[src/rtl/jstk_pkg.sv]
// rtl/jstk_pkg.sv - shared PmodJSTK frame layout, command prefix and responder states
package jstk_pkg;

    localparam int FRAME_BITS = 40;
    localparam logic [5:0] CMD_LED_PREFIX = 6'b100000;

    // Byte positions within the frame; byte 0 is shifted out first.
    localparam int X_LO_BYTE = 0;
    localparam int X_HI_BYTE = 1;
    localparam int Y_LO_BYTE = 2;
    localparam int Y_HI_BYTE = 3;
    localparam int BTN_BYTE  = 4;

    typedef enum logic [1:0] {
        IDLE,
        SHIFT,
        DONE
    } jstk_state_t;

    // Assemble the MSB-first transmit frame from the joystick inputs.
    function automatic logic [FRAME_BITS-1:0] build_frame(
        input logic [9:0] x,
        input logic [9:0] y,
        input logic [2:0] btn
    );
        logic [FRAME_BITS-1:0] f;
        f = '0;
        f[FRAME_BITS-1-8*X_LO_BYTE -: 8] = x[7:0];
        f[FRAME_BITS-1-8*X_HI_BYTE -: 8] = {6'b0, x[9:8]};
        f[FRAME_BITS-1-8*Y_LO_BYTE -: 8] = y[7:0];
        f[FRAME_BITS-1-8*Y_HI_BYTE -: 8] = {6'b0, y[9:8]};
        f[FRAME_BITS-1-8*BTN_BYTE  -: 8] = {5'b0, btn};
        return f;
    endfunction

endpackage

[src/rtl/spi_sync_edge.sv]
// rtl/spi_sync_edge.sv - multi-stage synchronizer with rise/fall pulse detection
module spi_sync_edge #(
    parameter int STAGES = 2
) (
    input  logic clk_25,
    input  logic rst,
    input  logic din,
    output logic level,
    output logic rise,
    output logic fall
);

    logic [STAGES-1:0] sync_q;
    logic              prev_q;

    // Synchronizer chain plus one delayed copy for edge detection; resets low so
    // an SS line already low at reset release does not look like a falling edge.
    always_ff @(posedge clk_25 or posedge rst) begin
        if (rst) begin
            sync_q <= '0;
            prev_q <= 1'b0;
        end else begin
            sync_q <= {sync_q[STAGES-2:0], din};
            prev_q <= sync_q[STAGES-1];
        end
    end

    assign level = sync_q[STAGES-1];
    assign rise  = level & ~prev_q;
    assign fall  = ~level & prev_q;

endmodule

[src/rtl/jstk_spi_responder.sv]
// rtl/jstk_spi_responder.sv - SPI mode-0 slave emulating a PmodJSTK joystick
module jstk_spi_responder
    import jstk_pkg::*;
#(
    parameter int FRAME_BYTES = 5,
    parameter int SYNC_STAGES = 2
) (
    input  logic       clk_25,
    input  logic       rst,
    input  logic       sclk,
    input  logic       ss,
    input  logic       mosi,
    output logic       miso,
    output logic       miso_oe,
    input  logic [9:0] x_pos,
    input  logic [9:0] y_pos,
    input  logic [2:0] buttons,
    output logic [1:0] led,
    output logic [7:0] cmd_byte,
    output logic       xfer_done,
    output logic       frame_err,
    output logic       busy
);

    localparam logic [5:0] LAST_CNT = 6'(FRAME_BYTES * 8);

    logic sclk_rise, sclk_fall, sclk_level;
    logic ss_rise, ss_fall, ss_level;
    logic mosi_s, unused_mosi_rise, unused_mosi_fall;
    logic unused_levels;

    spi_sync_edge #(.STAGES(SYNC_STAGES)) u_sync_sclk (
        .clk_25(clk_25), .rst(rst), .din(sclk),
        .level(sclk_level), .rise(sclk_rise), .fall(sclk_fall)
    );

    spi_sync_edge #(.STAGES(SYNC_STAGES)) u_sync_ss (
        .clk_25(clk_25), .rst(rst), .din(ss),
        .level(ss_level), .rise(ss_rise), .fall(ss_fall)
    );

    spi_sync_edge #(.STAGES(SYNC_STAGES)) u_sync_mosi (
        .clk_25(clk_25), .rst(rst), .din(mosi),
        .level(mosi_s), .rise(unused_mosi_rise), .fall(unused_mosi_fall)
    );

    assign unused_levels = sclk_level ^ ss_level;

    jstk_state_t           state, state_n;
    logic [5:0]            bit_cnt, bit_cnt_n;
    logic [FRAME_BITS-1:0] tx, tx_n;
    logic [7:0]            rx, rx_n;
    logic [7:0]            pending, pending_n;
    logic                  miso_n, miso_oe_n, busy_n, xfer_done_n, frame_err_n;
    logic [1:0]            led_n;
    logic [7:0]            cmd_byte_n;

    // State and datapath registers; reset drops any frame in flight silently.
    always_ff @(posedge clk_25 or posedge rst) begin
        if (rst) begin
            state     <= IDLE;
            bit_cnt   <= '0;
            tx        <= '0;
            rx        <= '0;
            pending   <= '0;
            miso      <= 1'b0;
            miso_oe   <= 1'b0;
            busy      <= 1'b0;
            xfer_done <= 1'b0;
            frame_err <= 1'b0;
            led       <= 2'b00;
            cmd_byte  <= 8'h00;
        end else begin
            state     <= state_n;
            bit_cnt   <= bit_cnt_n;
            tx        <= tx_n;
            rx        <= rx_n;
            pending   <= pending_n;
            miso      <= miso_n;
            miso_oe   <= miso_oe_n;
            busy      <= busy_n;
            xfer_done <= xfer_done_n;
            frame_err <= frame_err_n;
            led       <= led_n;
            cmd_byte  <= cmd_byte_n;
        end
    end

    // Next-state logic; an SS rise takes priority over any SCLK edge in the same cycle.
    always_comb begin
        state_n     = state;
        bit_cnt_n   = bit_cnt;
        tx_n        = tx;
        rx_n        = rx;
        pending_n   = pending;
        miso_n      = miso;
        miso_oe_n   = miso_oe;
        busy_n      = busy;
        xfer_done_n = 1'b0;
        frame_err_n = 1'b0;
        led_n       = led;
        cmd_byte_n  = cmd_byte;

        if (ss_rise) begin
            state_n   = IDLE;
            miso_n    = 1'b0;
            miso_oe_n = 1'b0;
            busy_n    = 1'b0;
            bit_cnt_n = '0;
            if (state != IDLE) begin
                if (bit_cnt == LAST_CNT) begin
                    xfer_done_n = 1'b1;
                    cmd_byte_n  = pending;
                    if (pending[7:2] == CMD_LED_PREFIX) begin
                        led_n = pending[1:0];
                    end
                end else if (bit_cnt != 6'd0) begin
                    frame_err_n = 1'b1;
                end
            end
        end else begin
            unique case (state)
                IDLE: begin
                    if (ss_fall) begin
                        state_n   = SHIFT;
                        tx_n      = build_frame(x_pos, y_pos, buttons);
                        miso_n    = tx_n[FRAME_BITS-1];
                        miso_oe_n = 1'b1;
                        busy_n    = 1'b1;
                        bit_cnt_n = '0;
                        rx_n      = '0;
                        pending_n = '0;
                    end
                end
                SHIFT: begin
                    if (sclk_rise) begin
                        rx_n      = {rx[6:0], mosi_s};
                        bit_cnt_n = bit_cnt + 6'd1;
                        if (bit_cnt_n == 6'd8) begin
                            pending_n = rx_n;
                        end
                        if (bit_cnt_n == LAST_CNT) begin
                            state_n = DONE;
                            miso_n  = 1'b0;
                        end
                    end else if (sclk_fall) begin
                        tx_n   = {tx[FRAME_BITS-2:0], 1'b0};
                        miso_n = tx_n[FRAME_BITS-1];
                    end
                end
                DONE: begin
                    miso_n = 1'b0;
                end
                default: begin
                    state_n = IDLE;
                end
            endcase
        end
    end

endmodule

[config.mk]
export PLATFORM = sky130hd
export DESIGN_NAME = jstk_spi_responder
export DESIGN_NICKNAME = d
export VERILOG_FILES = /design/src/rtl/jstk_pkg.sv /design/src/rtl/spi_sync_edge.sv /design/src/rtl/jstk_spi_responder.sv
export SDC_FILE = /design/constraint.sdc
export NUM_CORES = 1
export LEC_CHECK = 0
export ABC_AREA = 1
export BUFFER_PORTS_ARGS = -buffer_cell sky130_fd_sc_hd__buf_2
export CORE_MARGIN = 1
export CORE_UTILIZATION = 45
export CTS_CLUSTER_SIZE = 14
export DETAILED_ROUTE_END_ITERATION = 8
export HOLD_SLACK_MARGIN = 0.06
export PLACE_DENSITY = 0.72
export RECOVER_POWER = 25
export SYNTH_ARGS = -nofsm -noshare
export SYNTH_HDL_FRONTEND = slang
export SYNTH_SLANG_ARGS = --single-unit
[constraint.sdc]
create_clock -name clk_25 -period 3 [get_ports clk_25]
set_clock_uncertainty 0.05 [all_clocks]
set_input_delay 0.6 -clock clk_25 [delete_from_list [all_inputs] [get_ports clk_25]]
set_output_delay 0.6 -clock clk_25 [all_outputs]
set_load 0.02 [all_outputs]
==> summary.txt <==
Status
  – Status: finished, violations left
  – Failing checks: capacitance limit, slew limit

CTS
  – Post-CTS Setup Repair Bufs: 0
  – TritonCTS clock tree: done
  – Post-CTS Hold Fix Bufs: 0
  – CTS Buf Count: 9
  – CTS H-tree lvls: 3
  – CTS root buffer: clkbuf_8
  – Maximum clock insertion buffer count: 2
  – Clk sinks: 84
  – Clock transition at the registers of the reported paths: 0.08 ns
  – CTS resizes: 0
  – Skew-Pair Late Insertion Delay: 0.35 ns

Critical path
  – Setup slack, reg-to-reg: 0.71 ns
  – Critical path fanouts, max: 60
  – WP data arrival: 2.43 ns
  – Worst path top cell family by delay: compound AO/OA/AOI/OAI gates
  – CP Depth: 8
  – Worst setup startpoint: state[1]
  – R2R depth: 8
  – Critical Path RT: 3.14 ns
  – Reg-to-reg endpoint: tx[33]
  – Critical path endpoint category: flop
  – CP max-delay cell: a21oi_2
  – CP Launch Type: flop
  – Delay of the slowest cell on the worst path: 0.58 ns
  – Worst setup endpoint: tx[33]
  – R2r startpoint: state[1]
  – CP Class: reg -> reg
  – Crit path cell chain: inv_1 -> ha_1 -> inv_2 -> a21oi_2 -> nor2_4 -> buf_4 -> nor2_1 -> a31oi_1
  – CP Buf/Inv Count: 3

Place
  – Dpl ws: 0.733 ns
  – Port bufs: 42
  – DP HPWL: 4460 um
  – Post-DP Area: 0.00401 mm2
  – Gpl congestion: 0.841
  – Placed cells: 545

Logic synthesis
  – Synth async-reset ratio: 1.00
  – EDFF count, synth: 0
  – Ys Warns: 0
  – Mapped Cells: 418
  – Synth Area in Simple Gates: 0.225
  – Post-Synth XOR/XNOR Area: 0
  – Post-synthesis sequential area ratio: 0.563
  – Synthesized flop and latch total: 84
  – Post-synthesis mux area share: 0
  – Syn Area/Cell: 8.94 um2
  – Syn_nets: 455
  – Mapped cell area: 0.00374 mm2
  – Largest family of logic cells by synthesized area: simple AND/OR/NAND/NOR gates
  – Adder-cell share of the synthesized area: 0.0301
  – Distinct cells, synth: 31
  – Ys flop type: dfrtp_1
  – Compound-gate portion of the synthesized area: 0.125

Timing
  – Final Hold Viols: 0
  – Worst-margin pin slew: 1.99 ns
  – Fmax: 437 MHz
  – Fin crit period: 2.29 ns
  – Tcrit/Tclk final: 0.763
  – Normalized max-slew margin: -0.324
  – Final setup vio count: 0
  – Final worst slack: 0.710 ns
  – Slew Limit Fails: 85
  – RSZ-0062 raised after global routing: no
  – Hold slack final: 0.302 ns
  – Setup TNS Final: 0 ns

Layout
  – Fillers: 722
  – Fin area: 0.00423 mm2
  – Ratio of cells with drive above 1 in the final layout: 0.181
  – # diodes: 0
  – NumNets Final: 491
  – Post-layout util: 0.536
  – Final non-filler cell total: 561
  – Area growth syn-to-layout: 13.3%

Global routing
  – Number of global-route vias before repair: 2686
  – Grt ovf: 0
  – Total GRT Usage: 0.174
  – Initial antenna violation count: 0
  – Pin count of the biggest net entering global routing: 85
  – First-pass GRT wire length: 11800 um

Floorplan
  – Die Y: 93.1 um
  – Initial Util: 0.474
  – Die Area: 0.00867 mm2
  – Cell row count: 32
  – IO Pins: 43
  – Die W: 93.1 um
  – Core ar.: 0.00789 mm2

Route
  – Drt drc: 0
  – WL/cell: 12.0 um
  – Drt first pass iters: 5
  – Final WL: 6710 um
  – Antenna-violating nets left: 0
  – 1st-iter DRT viols: 153
  – Vias: 2836
  – Drt via density: 5.06

Run
  – Max_cap viols: 1

Power and ir drop
  – Cell leakage power: 2.09 nW
  – Max IR drop VDD: 0.000422 V
  – Power per cell area: 865 mW/mm2
  – Pwr Total: 3.66 mW

Hold path
  – Hold-critical path depth: 0
  – Hold Path Class: reg -> reg
==> synthesized netlist by cell type (2+ instances only) <==
library cell,count,area [um2]
buf_4,4,30.0
o21ai_1,6,30.0
o22ai_1,2,12.5
a31oi_1,21,131
nand2_1,129,484
inv_1,26,97.6
dfrtp_1,84,2100
clkbuf_1,7,26.3
nand4_1,7,43.8
a21oi_2,2,17.5
nor2_1,28,105
inv_2,2,7.51
nand3_1,27,135
nor2_2,3,18.8
o21ai_0,29,145
ha_1,9,113
buf_2,7,35.0
a21oi_1,4,20.0
buf_1,2,7.51
o21ai_2,8,70.1
==> placed cells by master (no fill, tap or decap), types with 2 or more instances in the layout <==
| cell | synthesis | routed |
|---|---|---|
| clkinvlp_4 | 0 | 2 |
| nand2_1 | 129 | 129 |
| o21ai_1 | 6 | 6 |
| nand4_1 | 7 | 7 |
| clkinv_2 | 0 | 2 |
| ha_1 | 9 | 9 |
| clkbuf_8 | 0 | 9 |
| inv_1 | 26 | 25 |
| o22ai_1 | 2 | 2 |
| o21ai_0 | 29 | 29 |
| buf_2 | 7 | 42 |
| nor2_2 | 3 | 3 |
| buf_4 | 4 | 3 |
| o21ai_2 | 8 | 8 |
| bufinv_16 | 0 | 3 |
| a31oi_1 | 21 | 21 |
| inv_2 | 2 | 2 |
| nand3_1 | 27 | 27 |
| nor2_1 | 28 | 28 |
| a21oi_1 | 4 | 4 |
| a21oi_2 | 2 | 2 |
| dfrtp_1 | 84 | 84 |
==> metal layers <==
| metal | up-vias | part of all wire | track usage |
|---|---|---|---|
| met4 | 0 | 0.0097 | 0.0513 |
| met5 | - | 0 | 0 |
| met3 | 4 | 0.046 | 0.0553 |
| met2 | 80 | 0.48 | 0.285 |
| li1 | 1437 | - | - |
| met1 | 1315 | 0.46 | 0.220 |
==> worst reg2reg max path, stage by stage, from the launching register on <==
cell,delay (ns)
dfrtp_1,0.40
inv_1,0.09
ha_1,0.20
inv_2,0.19
a21oi_2,0.58
nor2_4,0.06
buf_4,0.31
nor2_1,0.18
a31oi_1,0.07
==> registers in the layout, indices dropped and copies added, names as in the netlist, 6 cells and up <==
signal	cells
tx	39
rx	7
pending	8
bit_cnt	6
cmd_byte	8
==> kinds of logic (layout without fill, tap and decap cells) <==
group	Yosys count	after routing
AO/OA/AOI/OAI	76	76
adder cells (fa/ha/maj)	9	9
buffers and inverters	49	90
AND/OR/NAND/NOR	200	200
flip-flops	84	84
==> worst min path at each step <==
| stage | start | end | slack (ns) |
|---|---|---|---|
| after global routing | ss | u_sync_ss.sync_q[0] | 0.28 |
| final | u_sync_sclk.sync_q[0] | u_sync_sclk.sync_q[1] | 0.30 |
| after floorplan | u_sync_mosi.sync_q[0] | u_sync_mosi.sync_q[1] | 0.28 |
| after CTS | sclk | u_sync_sclk.sync_q[0] | 0.29 |
| after detailed placement | u_sync_sclk.sync_q[0] | u_sync_sclk.sync_q[1] | 0.28 |
| after global placement | u_sync_mosi.sync_q[0] | u_sync_mosi.sync_q[1] | 0.28 |
==> power by group <==
| part | switching (mW) | internal (mW) |
|---|---|---|
| Combinational | 0.828 | 0.366 |
| Sequential | 0.138 | 1.38 |
| Clock | 0.393 | 0.549 |
==> final cells by class <==
type                            instances  area, um2  share of cell area
Clock buffer                            9        124              0.0293
Tap cell                              102        128              0.0302
Multi-Input combinational cell        285       1420               0.335
Inverter                               28        106              0.0251
Clock inverter                          7        115              0.0272
Timing Repair Buffer                   46        238              0.0562
Sequential cell                        84       2100               0.497
Power figures use the tool's default switching activity.
